<file path="config.mk">
export PLATFORM = sky130hd
export DESIGN_NAME = matmul_sequencer_flat
export DESIGN_NICKNAME = d
export VERILOG_FILES = /design/src/rtl/matmul_sequencer_if.sv /design/src/rtl/matmul_sequencer.sv /design/src/flat_wrapper.sv
export SDC_FILE = /design/constraint.sdc
export NUM_CORES = 1
export LEC_CHECK = 0
export ABC_AREA = 1
export BUFFER_PORTS_ARGS = -buffer_cell sky130_fd_sc_hd__buf_2
export CAP_MARGIN = 5
export CORE_UTILIZATION = 35
export DETAILED_ROUTE_END_ITERATION = 12
export GPL_TIMING_DRIVEN = 0
export PLACE_DENSITY = 0.59
export SLEW_MARGIN = 20
export SYNTH_ARGS = -nofsm -noshare
export SYNTH_HDL_FRONTEND = slang
export SYNTH_SLANG_ARGS = --single-unit
</file>
<file path="constraint.sdc">
create_clock -name CLK -period 3 [get_ports CLK]
set_clock_uncertainty 0.1 [all_clocks]
set_input_delay 0 -clock CLK [delete_from_list [all_inputs] [get_ports CLK]]
set_output_delay 0 -clock CLK [all_outputs]
set_load 0.02 [all_outputs]
</file>
<file path="src/rtl/matmul_sequencer_if.sv">
// Operand/result streams and matrix-controller command bus for matmul_sequencer.
// master = sequencer side, slave = stream source/sink plus controller side.
interface matmul_sequencer_if;
    logic        WR_VALID;
    logic        WR_READY;
    logic [15:0] WR_DATA;

    logic        RD_VALID;
    logic        RD_READY;
    logic [15:0] RD_DATA;

    logic        CTL_EN;
    logic        CTL_WRITE;
    logic        CTL_LOAD;
    logic [2:0]  CTL_IDX;
    logic [3:0]  CTL_REG_SELECT;
    logic [15:0] CTL_DATA_IN;
    logic [15:0] CTL_DATA_OUT;

    modport master (
        input  WR_VALID, WR_DATA, RD_READY, CTL_DATA_OUT,
        output WR_READY, RD_VALID, RD_DATA,
        output CTL_EN, CTL_WRITE, CTL_LOAD, CTL_IDX, CTL_REG_SELECT, CTL_DATA_IN
    );

    modport slave (
        output WR_VALID, WR_DATA, RD_READY, CTL_DATA_OUT,
        input  WR_READY, RD_VALID, RD_DATA,
        input  CTL_EN, CTL_WRITE, CTL_LOAD, CTL_IDX, CTL_REG_SELECT, CTL_DATA_IN
    );
endinterface

</file>
<file path="src/rtl/matmul_sequencer.sv">
// Sequences one 8x8 matmul job: stream A/B in, load, compute, read 64 results out.
// MATSEQ_REUSE_B_EN adds REUSE_B (A-only refill). The matrix controller must share RST,
// since a reset in the middle of LOAD leaves its internal 3-bit index misaligned otherwise.
module matmul_sequencer #(
    parameter int unsigned COMPUTE_CYCLES = 24
) (
    input  logic CLK,
    input  logic RST,
    input  logic START,
`ifdef MATSEQ_REUSE_B_EN
    input  logic REUSE_B,
`endif
    output logic BUSY,
    output logic DONE,
    matmul_sequencer_if.master bus
);

    localparam int unsigned CW = (COMPUTE_CYCLES < 1) ? 1 : $clog2(COMPUTE_CYCLES + 1);
    localparam logic [CW-1:0] CmpLast = CW'((COMPUTE_CYCLES < 1) ? 0 : COMPUTE_CYCLES - 1);

    localparam logic [2:0] StIdle    = 3'd0;
    localparam logic [2:0] StFill    = 3'd1;
    localparam logic [2:0] StLoad    = 3'd2;
    localparam logic [2:0] StCompute = 3'd3;
    localparam logic [2:0] StRdCmd   = 3'd4;
    localparam logic [2:0] StRdCap   = 3'd5;
    localparam logic [2:0] StRdOut   = 3'd6;
    localparam logic [2:0] StFin     = 3'd7;

    logic [2:0]    state_q, state_d;
    logic [6:0]    fill_q, fill_d;
    logic [5:0]    res_q, res_d;
    logic [CW-1:0] cmp_q, cmp_d;
    logic [2:0]    load_q, load_d;
    logic [15:0]   rd_data_q, rd_data_d;
    logic [6:0]    fill_last;

`ifdef MATSEQ_REUSE_B_EN
    logic reuse_q, reuse_d;
    assign fill_last = reuse_q ? 7'd63 : 7'd127;
`else
    assign fill_last = 7'd127;
`endif

    always_comb begin
        state_d   = state_q;
        fill_d    = fill_q;
        res_d     = res_q;
        cmp_d     = cmp_q;
        load_d    = load_q;
        rd_data_d = rd_data_q;
`ifdef MATSEQ_REUSE_B_EN
        reuse_d   = reuse_q;
`endif
        bus.WR_READY       = 1'b0;
        bus.RD_VALID       = 1'b0;
        bus.CTL_EN         = 1'b0;
        bus.CTL_WRITE      = 1'b0;
        bus.CTL_LOAD       = 1'b0;
        bus.CTL_IDX        = 3'd0;
        bus.CTL_REG_SELECT = 4'd0;
        bus.CTL_DATA_IN    = 16'd0;

        unique case (state_q)
            StIdle: begin
                if (START) begin
                    state_d = StFill;
                    fill_d  = '0;
                    res_d   = '0;
                    cmp_d   = '0;
                    load_d  = '0;
`ifdef MATSEQ_REUSE_B_EN
                    reuse_d = REUSE_B;
`endif
                end
            end
            StFill: begin
                bus.WR_READY = 1'b1;
                // Write command goes out in the same cycle as the accepted beat.
                if (bus.WR_VALID) begin
                    bus.CTL_EN         = 1'b1;
                    bus.CTL_WRITE      = 1'b1;
                    bus.CTL_REG_SELECT = fill_q[6:3];
                    bus.CTL_IDX        = fill_q[2:0];
                    bus.CTL_DATA_IN    = bus.WR_DATA;
                    if (fill_q == fill_last) begin
                        state_d = StLoad;
                    end else begin
                        fill_d = fill_q + 7'd1;
                    end
                end
            end
            StLoad: begin
                // Eight load pulses walk the controller index a full lap back to 0.
                bus.CTL_EN   = 1'b1;
                bus.CTL_LOAD = 1'b1;
                bus.CTL_IDX  = load_q;
                if (load_q == 3'd7) begin
                    state_d = StCompute;
                end else begin
                    load_d = load_q + 3'd1;
                end
            end
            StCompute: begin
                bus.CTL_EN = 1'b1;
                if (cmp_q == CmpLast) begin
                    state_d = StRdCmd;
                    res_d   = '0;
                end else begin
                    cmp_d = cmp_q + CW'(1);
                end
            end
            StRdCmd: begin
                bus.CTL_EN         = 1'b1;
                bus.CTL_LOAD       = 1'b1;
                bus.CTL_WRITE      = 1'b1;
                bus.CTL_REG_SELECT = {1'b0, res_q[5:3]};
                bus.CTL_IDX        = res_q[2:0];
                state_d            = StRdCap;
            end
            StRdCap: begin
                rd_data_d = bus.CTL_DATA_OUT;
                state_d   = StRdOut;
            end
            StRdOut: begin
                bus.RD_VALID = 1'b1;
                if (bus.RD_READY) begin
                    if (res_q == 6'd63) begin
                        state_d = StFin;
                    end else begin
                        res_d   = res_q + 6'd1;
                        state_d = StRdCmd;
                    end
                end
            end
            StFin: begin
                state_d = StIdle;
            end
            default: begin
                state_d = StIdle;
            end
        endcase
    end

    assign BUSY        = (state_q != StIdle);
    assign DONE        = (state_q == StFin);
    assign bus.RD_DATA = rd_data_q;

    always_ff @(posedge CLK) begin
        if (RST) begin
            state_q   <= StIdle;
            fill_q    <= '0;
            res_q     <= '0;
            cmp_q     <= '0;
            load_q    <= '0;
            rd_data_q <= '0;
`ifdef MATSEQ_REUSE_B_EN
            reuse_q   <= 1'b0;
`endif
        end else begin
            state_q   <= state_d;
            fill_q    <= fill_d;
            res_q     <= res_d;
            cmp_q     <= cmp_d;
            load_q    <= load_d;
            rd_data_q <= rd_data_d;
`ifdef MATSEQ_REUSE_B_EN
            reuse_q   <= reuse_d;
`endif
        end
    end

endmodule
</file>
<file path="src/flat_wrapper.sv">
// flat-port wrapper written by rule: the top's interface ports become plain ports
module matmul_sequencer_flat 
#(
    parameter int unsigned COMPUTE_CYCLES = 24
)
  (CLK, RST, START, BUSY, DONE, bus_WR_VALID, bus_WR_DATA, bus_RD_READY, bus_CTL_DATA_OUT, bus_WR_READY, bus_RD_VALID, bus_RD_DATA, bus_CTL_EN, bus_CTL_WRITE, bus_CTL_LOAD, bus_CTL_IDX, bus_CTL_REG_SELECT, bus_CTL_DATA_IN);
  matmul_sequencer_if bus_i ();
  input  logic CLK;
  input  logic RST;
  input  logic START;
  output logic BUSY;
  output logic DONE;
  input wire logic [$bits(bus_i.WR_VALID)-1:0] bus_WR_VALID;
  input wire logic [$bits(bus_i.WR_DATA)-1:0] bus_WR_DATA;
  input wire logic [$bits(bus_i.RD_READY)-1:0] bus_RD_READY;
  input wire logic [$bits(bus_i.CTL_DATA_OUT)-1:0] bus_CTL_DATA_OUT;
  output wire logic [$bits(bus_i.WR_READY)-1:0] bus_WR_READY;
  output wire logic [$bits(bus_i.RD_VALID)-1:0] bus_RD_VALID;
  output wire logic [$bits(bus_i.RD_DATA)-1:0] bus_RD_DATA;
  output wire logic [$bits(bus_i.CTL_EN)-1:0] bus_CTL_EN;
  output wire logic [$bits(bus_i.CTL_WRITE)-1:0] bus_CTL_WRITE;
  output wire logic [$bits(bus_i.CTL_LOAD)-1:0] bus_CTL_LOAD;
  output wire logic [$bits(bus_i.CTL_IDX)-1:0] bus_CTL_IDX;
  output wire logic [$bits(bus_i.CTL_REG_SELECT)-1:0] bus_CTL_REG_SELECT;
  output wire logic [$bits(bus_i.CTL_DATA_IN)-1:0] bus_CTL_DATA_IN;
  assign bus_i.WR_VALID = bus_WR_VALID;
  assign bus_i.WR_DATA = bus_WR_DATA;
  assign bus_i.RD_READY = bus_RD_READY;
  assign bus_i.CTL_DATA_OUT = bus_CTL_DATA_OUT;
  assign bus_WR_READY = bus_i.WR_READY;
  assign bus_RD_VALID = bus_i.RD_VALID;
  assign bus_RD_DATA = bus_i.RD_DATA;
  assign bus_CTL_EN = bus_i.CTL_EN;
  assign bus_CTL_WRITE = bus_i.CTL_WRITE;
  assign bus_CTL_LOAD = bus_i.CTL_LOAD;
  assign bus_CTL_IDX = bus_i.CTL_IDX;
  assign bus_CTL_REG_SELECT = bus_i.CTL_REG_SELECT;
  assign bus_CTL_DATA_IN = bus_i.CTL_DATA_IN;
  matmul_sequencer #(.COMPUTE_CYCLES(COMPUTE_CYCLES)) u_core (.CLK(CLK), .RST(RST), .START(START), .BUSY(BUSY), .DONE(DONE), .bus(bus_i));
endmodule
</file>
==> results_dict.tcl <==
set metrics [dict create \
    p_sw_uw 851 \
    p_clk_frac 0.226 \
    netlist_top_cells_area "dfxtp_1 35%, nand2_1 16%, nor2_1 9.8%" \
    synth_top_cell_area_share 0.354 \
    stdcell_count 544 \
    period_minus_slack_ps 2250 \
    dp_cells 519 \
    cpPeakStageDelay_ps 500 \
    max_freq_mhz 445 \
    numCtsBuffers 5 \
    place_ws_ps 1080 \
    grt_antenna_before_repair 0 \
    synth_top_area_cell "dfxtp_1" \
    synth.distinct_cells 26 \
    vias 2698 \
    n_antenna_cell 0 \
    synth_commonest_cells "99 x nand2_1, 59 x nor2_1, 44 x nand3_1" \
    startpoint_type "register" \
    place_area_um2 2770 \
    final_cell_area_um2 3050 \
    die_x_um 82.4 \
    hp-class "in -> reg" \
    viasPerCell 4.96 \
    setup_viol 0 \
    critPathArrivalTime_ps 2150 \
    leakagePower_uw 0.00145 \
    coreArea_um2 6100 \
    fill_cells 628 \
    cts_buffer_depth 2 \
    worstSetupPathType "reg -> out" \
    crit_fanout 10 \
    drive_above_1_share 0.232 \
    gp_congestion 0.816 \
    first_pass_iters 4 \
    syn2layout_area_growth_pct 34.7 \
    ir_drop_v 0.000268 \
    tns_ps 0 \
    power_density_nw_per_um2 637 \
    overflow 0 \
    maxCapViolCount 0 \
    num_rows 28 \
    synth_nets 404 \
    cts_tree "yes" \
    drv_slew 0 \
    critPathCaptureType "primary output" \
    ios 83 \
    internal_power_uw 1090 \
    cts.repair.resized 0 \
    grt_pass1_vias 2438 \
    rsz0062_at_grt "false" \
    numPortBuffers 82 \
    avgSynthCellArea_um2 6.26 \
    grt_pass1_wl_um 10700 \
    yosysWarnings 0 \
    grt_max_degree 14 \
    p_seq_frac 0.324 \
    worstPathRequired_ps 2900 \
    fin_ws_ps 752 \
    synthCells 362 \
    grtUsageMet3 0.0363 \
    ys_seq_elements 40 \
    tightestPinTransition_ps 554 \
    drtIter0Drc 161 \
    synth-edff-count 0 \
    drc_errors 0 \
    cp_slowest_cell "dfxtp_1" \
    top_usage_layer "met2" \
    switching_share 0.438 \
    grt_usage 0.209 \
    hold_viol 0 \
    grt_util_met1 0.255 \
    ys.flop_type "dfxtp_1" \
    async_flop_share 0 \
    synth.most_common_cell "nand2_1" \
    clockRootBuffer "clkbuf_8" \
    nets 510 \
    run_status "completed" \
    synth-seq-area-share 0.354 \
    routedWlPerCell_um 12.3 \
    grtUsageMet2 0.365 \
    netlist_area_um2 2260 \
    path_clk_slew_ps 80 \
    ant_nets 0 \
    cts_sinks 40 \
    die_area_um2 6800 \
    cp_cell_sequence "inv_2 -> nor2_4 -> nand2_1 -> clkbuf_1 -> buf_2 -> nor2_1 -> buf_2" \
    comb_power_share 0.450 \
    die_h_um 82.4 \
    routed_wl_um 6670 \
    final.period_utilization 0.749 \
    clk_latency_ps 290 \
    initial_core_util 0.372 \
    h-tree-depth 2 \
    hpwl_um 4780 \
    relSlewSlack 0.631 \
    cp_common_cell "buf_2" \
]
==> area by class of cell <==
cell class	count	area, µm²	share of cell area
multi-input combinational	275	1280	0.420
sequential	40	801	0.263
timing repair buffer	99	581	0.190
inverter	34	128	0.0418
tap	75	93.8	0.0308
clock buffer	5	68.8	0.0226
buffer	13	53.8	0.0176
clock inverter	3	42.5	0.0139
==> power groups by stage <==
| stage | Sequential [µW] | Clock (µW) | Combinational, µW |
|---|---|---|---|
| 2_1_floorplan | 633 | 0 | 623 |
| 3_3_place_gp | 638 | 0 | 846 |
| 3_5_place_dp | 640 | 0 | 851 |
| 4_1_cts | 628 | 451 | 873 |
| 5_1_grt | 638 | 482 | 988 |
| 6_report | 629 | 439 | 875 |
==> sequential cells by signal (all words and copies together) (netlist names) <==
| register | count |
|---|---|
| u_core.bus.RD_DATA | 16 |
| u_core.cmp_q | 5 |
| u_core.fill_q | 7 |
| u_core.load_q | 3 |
| u_core.res_q | 6 |
| u_core.state_q | 3 |
==> worst max-delay path, delay by kind of cell (launching register included) <==
kind	cells	cell delay, ps
AND/OR/NAND/NOR	3	500
flip-flops	1	500
buffers and inverters	4	850
==> layout by cell type (no fill, tap or decap), types with 2 or more instances in the layout <==
cell type / netlist / routed
inv_2: 6 / 6
nand4_1: 5 / 5
inv_1: 28 / 28
dfxtp_1: 40 / 40
nor3b_1: 2 / 2
dlygate4sd3_1: 0 / 17
nor2_2: 2 / 2
buf_2: 1 / 83
nand3_1: 44 / 44
clkbuf_8: 0 / 5
a21oi_1: 36 / 36
nor2_1: 59 / 59
nand2_1: 99 / 99
ha_1: 5 / 5
o211ai_1: 2 / 2
o21ai_0: 6 / 6
o22ai_1: 3 / 3
clkbuf_1: 11 / 11
nand3_2: 2 / 2
nand2_2: 3 / 3
==> timing repair <==
action	CTS	global route
hold buffers	17	0
endpoints found under the hold margin	18	0
buffers inserted	0	0
==> routing by layer <==
metal / vias to the layer above / part of all wire / routed length, µm
met5: - / 0 / 0
met4: 0 / 0.0067 / 45
met3: 4 / 0.063 / 419
met2: 94 / 0.48 / 3200
met1: 1221 / 0.45 / 3010
li1: 1379 / - / -
==> through the flow <==
stage	utilization	total power, µW	hold WS, ps
after global routing	0.500	2110	72.4
after floorplan	-	1260	35.0
after detailed placement	0.454	1490	179
after global placement	0.454	1480	170
final	0.500	1940	46.4
after CTS	0.500	1950	36.3
==> logic make-up (layout without fill, tap and decap cells) <==
kind of cell	count (synthesis)	count (layout)	share of synthesized area
adders and majority gates	5	5	0.0276
DFF	40	40	0.354
and+or+nand+nor	220	220	0.419
xor gates and xnor gates	2	2	0.00774
buffers and inverters	47	154	0.0801
AOI/OAI and AO/OA	48	48	0.112
==> path summary, 6_finish.rpt <==
| path | slack [ps] | depth (start not counted) | startpoint | endpoint |
|---|---|---|---|---|
| setup / recovery | 750 | 7 | u_core.state_q[0] | bus_CTL_DATA_IN[13] |
| hold / removal | 50 | 4 | bus_RD_READY | u_core.state_q[2] |
| setup reg to reg | 1130 | 9 | u_core.state_q[1] | u_core.res_q[1] |
| hold reg to reg | 360 | 2 | u_core.bus.RD_DATA[7] | u_core.bus.RD_DATA[7] |
No activity file was read; power rests on OpenSTA's default activity.
